### src/rtl/pingpong_count_ctrl.sv
// Sequencer for an up/down counter: presets it to lo, sweeps lo->hi->lo n times.
// Latency: start accepted at edge 0, load in cycle 1, count_in==lo in cycle 2.
// Backpressure: none; start is ignored while busy, abort drops back to idle.
module pingpong_count_ctrl #(
    parameter int WIDTH = 4,
    parameter int SW_W  = 4
) (
    input  logic             clk,
    input  logic             rst,
    input  logic             start,
    input  logic             abort,
    input  logic [WIDTH-1:0] lo_bound,
    input  logic [WIDTH-1:0] hi_bound,
    input  logic [SW_W-1:0]  n_sweeps,
    input  logic [WIDTH-1:0] count_in,
    output logic             enable,
    output logic             upordown,
    output logic             load,
    output logic [WIDTH-1:0] data_in,
    output logic             busy,
    output logic             done,
    output logic             err,
    output logic [SW_W-1:0]  sweep_cnt
);

    typedef enum logic [2:0] {
        S_IDLE,
        S_LOAD,
        S_UP,
        S_DOWN,
        S_DONE
    } state_t;

    state_t state_q, state_d;

    logic [WIDTH-1:0] lo_q, hi_q;
    logic [SW_W-1:0]  n_q;
    logic [SW_W-1:0]  sweep_d;
    logic             done_d, err_d, latch;

    logic             start_ok, out_of_range, last_sweep;
    logic [SW_W:0]    sweep_inc;

    assign start_ok     = (lo_bound < hi_bound) && (n_sweeps != '0);
    assign out_of_range = (count_in < lo_q) || (count_in > hi_q);
    // One extra bit so n = 2^SW_W-1 compares cleanly without wrapping.
    assign sweep_inc    = {1'b0, sweep_cnt} + 1'b1;
    assign last_sweep   = (sweep_inc == {1'b0, n_q});

    always_ff @(posedge clk or negedge rst) begin
        if (!rst) begin
            state_q   <= S_IDLE;
            lo_q      <= '0;
            hi_q      <= '0;
            n_q       <= '0;
            sweep_cnt <= '0;
            done      <= 1'b0;
            err       <= 1'b0;
        end else begin
            state_q   <= state_d;
            sweep_cnt <= sweep_d;
            done      <= done_d;
            err       <= err_d;
            if (latch) begin
                lo_q <= lo_bound;
                hi_q <= hi_bound;
                n_q  <= n_sweeps;
            end
        end
    end

    // Counter controls are Mealy on count_in so the turn-around at hi/lo
    // happens in the same cycle the bound is observed, with no overshoot.
    always_comb begin
        state_d  = state_q;
        enable   = 1'b0;
        upordown = 1'b1;
        load     = 1'b0;
        data_in  = lo_q;
        busy     = 1'b0;
        done_d   = 1'b0;
        err_d    = 1'b0;
        sweep_d  = sweep_cnt;
        latch    = 1'b0;

        case (state_q)
            S_IDLE: begin
                if (start) begin
                    if (start_ok) begin
                        latch   = 1'b1;
                        sweep_d = '0;
                        state_d = S_LOAD;
                    end else begin
                        err_d = 1'b1;
                    end
                end
            end
            S_LOAD: begin
                busy    = 1'b1;
                enable  = 1'b1;
                load    = 1'b1;
                state_d = S_UP;
            end
            S_UP: begin
                busy = 1'b1;
                if (out_of_range) begin
                    err_d   = 1'b1;
                    state_d = S_IDLE;
                end else begin
                    enable = 1'b1;
                    if (count_in == hi_q) begin
                        upordown = 1'b0;
                        state_d  = S_DOWN;
                    end
                end
            end
            S_DOWN: begin
                busy = 1'b1;
                if (out_of_range) begin
                    err_d   = 1'b1;
                    state_d = S_IDLE;
                end else if (count_in != lo_q) begin
                    enable   = 1'b1;
                    upordown = 1'b0;
                end else begin
                    sweep_d = sweep_inc[SW_W-1:0];
                    if (last_sweep) begin
                        done_d  = 1'b1;
                        state_d = S_DONE;
                    end else begin
                        enable  = 1'b1;
                        state_d = S_UP;
                    end
                end
            end
            S_DONE: begin
                state_d = S_IDLE;
            end
            default: begin
                state_d = S_IDLE;
            end
        endcase

        // Abort wins over everything: freeze the counter and leave silently.
        if (abort && (state_q != S_IDLE)) begin
            enable  = 1'b0;
            load    = 1'b0;
            done_d  = 1'b0;
            err_d   = 1'b0;
            sweep_d = sweep_cnt;
            state_d = S_IDLE;
        end
    end

endmodule

### config.mk
export PLATFORM = sky130hd
export DESIGN_NAME = pingpong_count_ctrl
export DESIGN_NICKNAME = d
export VERILOG_FILES = /design/src/rtl/pingpong_count_ctrl.sv
export SDC_FILE = /design/constraint.sdc
export NUM_CORES = 1
export LEC_CHECK = 0
export CAP_MARGIN = 5
export CORE_MARGIN = 4
export CORE_UTILIZATION = 52
export DETAILED_ROUTE_END_ITERATION = 16
export GPL_TIMING_DRIVEN = 0
export PLACE_DENSITY = 0.84
export SYNTH_ARGS = -nofsm -noshare
export SYNTH_HDL_FRONTEND = slang
export SYNTH_SLANG_ARGS = --single-unit
### constraint.sdc
create_clock -name clk -period 5.7 [get_ports clk]
set_input_delay 0.57 -clock clk [delete_from_list [all_inputs] [get_ports clk]]
set_output_delay 0.57 -clock clk [all_outputs]
set_load 0.05 [all_outputs]
==> results.md, run 1 <==
- Status: completed
- Sequential share of the synthesized area: 38.3%
- Clk_lat worst skew: 0.31 ns
- Hold_ws: 0.508 ns
- TritonCTS Sinks: 21
- Cell count after synthesis: 142
- Worst Max-Slew Pin Slew: 0.955 ns
- Min cycle time layout: 3.96 ns
- Cell family with most CP delay: buffers and inverters
- Crit path required time: 5.13 ns
- CTS tree: built
- Root buf cell: clkbuf_4
- Vias in the first global route: 1,189
- Largest area contributor in the netlist: dfrtp_1
- Core Region: 2500 sq um
- Io pins: 34
- Period Utilization, post-route: 69.5%
- Leak Pwr: 0.792 nW
- Synthesized flop and latch total: 21
- Buffers on Ports: 33
- Routed vias/inst: 5.83
- Setup TNS: 0 ns
- Final slew viol count: 0
- Setup Fix Bufs, Post-CTS: 0
- # rows: 18
- Library cells used by synthesis: 39
- Total CTS buffers: 3
- Worst Path Max Fanout: 5
- Final Util: 70.6%
- Post-Syn Area: 1370 sq um
- Crit path capture type: output pin
- Pin count of the biggest net entering global routing: 22
- Maximum VDD drop: 0.000269 V
- Initial DRT Pass Iterations: 4
- CTS max path bufs: 2
- Post-synth top flop: dfrtp_1
- H-Tree Depth: 1
- Post-Syn Area per Cell: 9.66 sq um
- Most numerous cell in the Yosys netlist: dfrtp_1
- Share of post-route cells with drive strength above 1: 11.2%
- Area Growth Syn to Fin: 28.7%
- Dominant cells by area after synthesis: dfrtp_1, ha_1, mux2_2, nand3_1, inv_1
- Power Total: 0.566 mW
- CP peak stage delay: 0.87 ns
- DRC errors left: 0
- Post-DRT Antenna Nets: 0
- Critical path, cell by cell: clkdlybuf4s50_1 -> ha_1 -> nand2_1 -> o21ai_0 -> nand3_1 -> a2111oi_1 -> clkdlybuf4s50_1
- Data arrival, critical path: 3.39 ns
- Final clock skew: 0.00222 ns
- CP Buf/Inv Count: 2
- Gr usage total: 21.1%
- Vias: 1,218
- Final layout net count: 212
- Worst Setup Start Kind: input port
- Final setup violation count: 0
- Commonest cells in the netlist: dfrtp_1, inv_1, nand2_1, ha_1, nand3_1
- FFs w/ async S/R, synth: 100%
- Fmax: 0.252 GHz
- Starting DRT DRC Count: 30
- Setup CP Type: input port to output pin
- Crit path max-delay cell type: clkdlybuf4s50_1
- Layout fillers: 212
- Post-DP HPWL: 2650 um
- Die X-Extent: 59.4 um
- Remaining Overflow, GRT: 0
- Cts repair resizes: 0
- CP dominant cell by count: clkdlybuf4s50_1
- Die area: 3520 sq um
- Initial antenna violation count: 0
- Routed wire length: 3370 um
- Starting Density: 54.9%
- Ys Warns: 0
- Slew Limit Headroom: 36.2%
- Fin. Hold Viols: 0
- Yosys top cell area share: 38.3%
- First-pass GRT wire length: 5550 um
- Post-synth EDFFs: 0
- Die Ht: 59.4 um
- Pwr/cell area: 321 nW/um^2
- Unrepaired setup endpoints after global routing: no
- MaxCap Viol Count: 0
- # hold bufs at CTS: 0
- GPL Wtd Cong: 0.892
- Antenna cells: 0
- DR WL/cell: 16.1 um
- Syn_nets: 174
- Worst hold path type: register to register
- Clock transition at path regs: 0.12 ns
worst min-delay path: stages, from the launching register on:
cell and delay, ns:
dfrtp_1 0.37, nand2_1 0.05, o21ai_0 0.06
worst paths after layout:
path,startpoint,end,slack (ns),depth (start not counted)
setup / recovery,count_in[3],enable,1.74,7
hold / removal,hi_q[3]$_DFFE_PN0P_,hi_q[3]$_DFFE_PN0P_,0.51,2
setup reg to reg,data_in[3]$_DFFE_PN0P_,sweep_cnt[0]$_DFFE_PN0P_,3.61,6
hold reg to reg,hi_q[3]$_DFFE_PN0P_,hi_q[3]$_DFFE_PN0P_,0.51,2
max in group asynchronous,rst,n_q[0]$_DFFE_PN0P_,4.35,1
min in group asynchronous,rst,data_in[0]$_DFFE_PN0P_,0.77,1
registers in the layout, indices dropped and copies added, names as in the netlist:
signal,count
n_q,4
state_q,3
done,1
hi_q,4
err,1
data_in,4
sweep_cnt,4
through the flow:
step	cell area (sq um)	cells	worst slack, ns
finish	1770	209	1.74
detailed placement	1740	205	1.77
CTS	1770	209	1.75
global route	1770	209	1.42
floorplan	1370	142	1.69
global placement	1740	205	1.75
routing by layer:
metal	track usage [%]	part of all wire [%]	up-vias
met2	35.1	50	33
li1	-	-	599
met1	28.2	44	582
met4	6.80	0.74	0
met3	2.61	5.1	4
met5	0	0	-
placed cells by master, fill, tap and decap left out, types with 2 or more instances in the layout:
cell,n
clkdlybuf4s50_1,33
dfrtp_1,21
inv_1,13
nand2_1,13
ha_1,12
nand3_1,10
mux2_2,9
o21ai_0,8
nor2_1,6
nand4_1,4
xnor2_1,4
nor3_1,3
o2111ai_1,3
clkbuf_4,3
o211a_1,2
a21o_1,2
buf_2,2
a21oi_1,2
nor4_1,2
and3_1,2
xor2_1,2
a2111oi_1,2
clkbuf_1,2
a31o_2,2
where the power goes:
group | total [mW] | switching [mW] | leakage (nW) | internal (mW)
Clock | 0.0753 | 0.0480 | 0.0150 | 0.0273
Combinational | 0.278 | 0.167 | 0.511 | 0.111
Sequential | 0.212 | 0.0286 | 0.266 | 0.183
Total | 0.566 | 0.244 | 0.792 | 0.322
kinds of logic after synthesis:
group	count (synthesis)	share of synthesized area, %
simple gates	48	18.2
compound gates	29	16.2
flops	21	38.3
buf+inv	17	5.11
fa+ha+maj	12	10.9
mux	9	7.39
xor+xnor	6	3.83
area by class of cell:
type                       instances  area (sq um)  share of cell area (%)
multi-input combinational        104           776                    43.9
buffer                             4          21.3                    1.20
tap                               30          37.5                    2.13
sequential                        21           526                    29.8
timing repair buffer              33           330                    18.7
inverter                          13          48.8                    2.76
clock buffer                       4          26.3                    1.49
Note: power is estimated with default switching activity, not from simulation.
==> inputs of run 2 (changes only) <==
Settings changed: CORE_UTILIZATION 52 to 44, PLACE_DENSITY 0.84 to 0.75.
Clock period 5.7 ns to 3.2 ns, I/O delays scaled along.
==> results.md, run 2 (same netlist as run 1, synthesis figures left out) <==
- Data arrival, critical path: 2.77 ns
- Root buf cell: clkbuf_4
- Total CTS buffers: 3
- Routed wire length: 3200 um
- Critical path, cell by cell: clkdlybuf4s50_1 -> ha_1 -> nor2b_1 -> o211a_1 -> o21ai_1 -> nand3_1 -> a2111oi_2 -> dlygate4sd2_1
- CP Depth: 8
- CTS tree: built
- Die Ht: 63.8 um
- DRC errors left: 0
- Logic pwr share: 49.4%
- Worst flop-to-flop path startpoint: data_in[3]$_DFFE_PN0P_
- Area of the multi-input gates: 781 sq um
- Fmax: 0.324 GHz
- H-Tree Depth: 1
- Slew Limit Headroom: 36.4%
- Starting DRT DRC Count: 60
- Vias: 1,229
- Initial DRT Pass Iterations: 4
- CTS max path bufs: 2
- Maximum VDD drop: 0.000359 V
- Setup TNS: 0 ns
- Fin. Hold Viols: 0
- Post-DP HPWL: 2570 um
- Routed vias/inst: 5.56
- Gr usage total: 16.7%
- Hold_ws: 0.503 ns
- Min cycle time layout: 3.09 ns
- CP peak stage delay: 0.57 ns
- Crit path max-delay cell type: dlygate4sd2_1
- Antenna cells: 0
- Area Growth Syn to Fin: 30.4%
- FF-to-FF End: sweep_cnt[0]$_DFFE_PN0P_
- Pin count of the biggest net entering global routing: 22
- Status: completed
- Worst hold path type: register to register
- First-pass GRT wire length: 5440 um
- Vias in the first global route: 1,153
- Crit path required time: 2.88 ns
- CP Buf/Inv Count: 2
- Commonest non-fill, non-tap cells in the layout: clkdlybuf4s50_1, dfrtp_1, inv_1, nand2_1, ha_1
- Post-DRT Antenna Nets: 0
- MaxCap Viol Count: 0
- Clock transition at path regs: 0.13 ns
- Worst reg2reg path depth: 6
- Unrepaired setup endpoints after global routing: no
- Starting Density: 47.7%
- Crit path capture type: output pin
- # rows: 19
- Buffers on Ports: 33
- Clock power share: 13.3%
- Worst Setup SP: count_in[1]
- Final clock skew: 0.0123 ns
- DR WL/cell: 14.5 um
- Core Region: 2880 sq um
- Worst Setup Start Kind: input port
- Cell family with most CP delay: buffers and inverters
- Initial antenna violation count: 0
- Final layout net count: 212
- Setup Fix Bufs, Post-CTS: 0
- Pwr/cell area: 566 nW/um^2
- Setup slack, reg-to-reg: 1.09 ns
- Die area: 4070 sq um
- Clk_lat worst skew: 0.32 ns
- Worst Max-Slew Pin Slew: 0.951 ns
- Remaining Overflow, GRT: 0
- Leak Pwr: 0.795 nW
- Sequential share of power: 37.3%
- Setup CP Type: input port to output pin
- Power Total: 1.01 mW
- Flip-flop and latch area: 526 sq um
- Final slew viol count: 0
- P_sw: 0.439 mW
- Io pins: 34
- Period Utilization, post-route: 96.5%
- Share of post-route cells with drive strength above 1: 12.3%
- TritonCTS Sinks: 21
- GPL Wtd Cong: 0.897
- Switch share: 43.4%
- Worst Path Max Fanout: 3
- Commonest non-fill, non-tap cell in the layout: clkdlybuf4s50_1
- Layout fillers: 247
- Die X-Extent: 63.8 um
- Crit path capture: enable
- Final setup violation count: 0
- Internal power component: 0.572 mW
run 2: cell count changes in the layout (fill, tap and decap cells not counted):
cell	before	now
clkinvlp_4	0	1
clkbuf_1	2	1
dlygate4sd2_1	0	1
a2111oi_1	2	1
a2111oi_2	0	1
clkdlybuf4s50_1	33	32
o21ai_1	1	2
o21ai_0	8	7
run 2: worst min-delay path by stage:
stage                     slack [ns]                start                endpoint  depth (start not counted)
after floorplan                 0.02                  rst  data_in[0]$_DFFE_PN0P_                          0
after global placement          0.47  hi_q[1]$_DFFE_PN0P_     hi_q[1]$_DFFE_PN0P_                          2
after detailed placement        0.48  hi_q[3]$_DFFE_PN0P_     hi_q[3]$_DFFE_PN0P_                          2
after CTS                       0.51  hi_q[3]$_DFFE_PN0P_     hi_q[3]$_DFFE_PN0P_                          2
after global routing            0.53  hi_q[2]$_DFFE_PN0P_     hi_q[2]$_DFFE_PN0P_                          2
final                           0.50  hi_q[3]$_DFFE_PN0P_     hi_q[3]$_DFFE_PN0P_                          2
run 2: worst register-to-register path, cell delays in order, from the launching register on:
cell and delay, ns:
dfrtp_1 0.40, inv_1 0.05, ha_1 0.31, a21oi_1 0.10
a211oi_1 0.66, nand2_1 0.12, a311o_1 0.37
run 2: power groups by stage:
stage	Clock, mW	Sequential, mW	Combinational [mW]
6_report	0.135	0.377	0.499
5_1_grt	0.149	0.389	0.541
4_1_cts	0.141	0.377	0.502
3_5_place_dp	0	0.383	0.499
3_3_place_gp	0	0.379	0.487
2_1_floorplan	0	0.446	0.271
run 2: timing repair:
action / CTS / global route
hold buffers: 0 / 0
resized for setup: 2 / 0
endpoints found under the hold margin: 0 / 0
setup endpoints to repair: 1 / 0
run 2: final cells by class:
cell class | instances | share of cell area [%]
multi-input cells | 104 | 43.7
repair buffers | 33 | 18.4
flip-flops and latches | 21 | 29.4
clock buffers | 3 | 1.26
well taps | 42 | 2.94
clock inverters | 1 | 0.420
inverters | 13 | 2.73
plain buffers | 4 | 1.19
run 2: per-layer routing:
layer	global-route usage, %	up-vias	share of wire, %	wire [um]
li1	-	595	-	-
met5	0	-	0	0
met2	28.3	40	49	1560
met1	21.2	590	44	1410
met3	3.68	4	5.9	190
met4	5.12	0	1.2	38
run 2: per-stage QoR:
step / cell area [sq um] / utilization, % / worst slack (ns) / cells
after detailed placement: 1760 / 61.2 / -0.329 / 217
after floorplan: 1380 / - / 0.110 / 142
after CTS: 1790 / 62.2 / 0.0891 / 221
after global placement: 1760 / 61.2 / -0.207 / 217
final: 1790 / 62.2 / 0.111 / 221
after global routing: 1790 / 62.2 / 0.000447 / 221
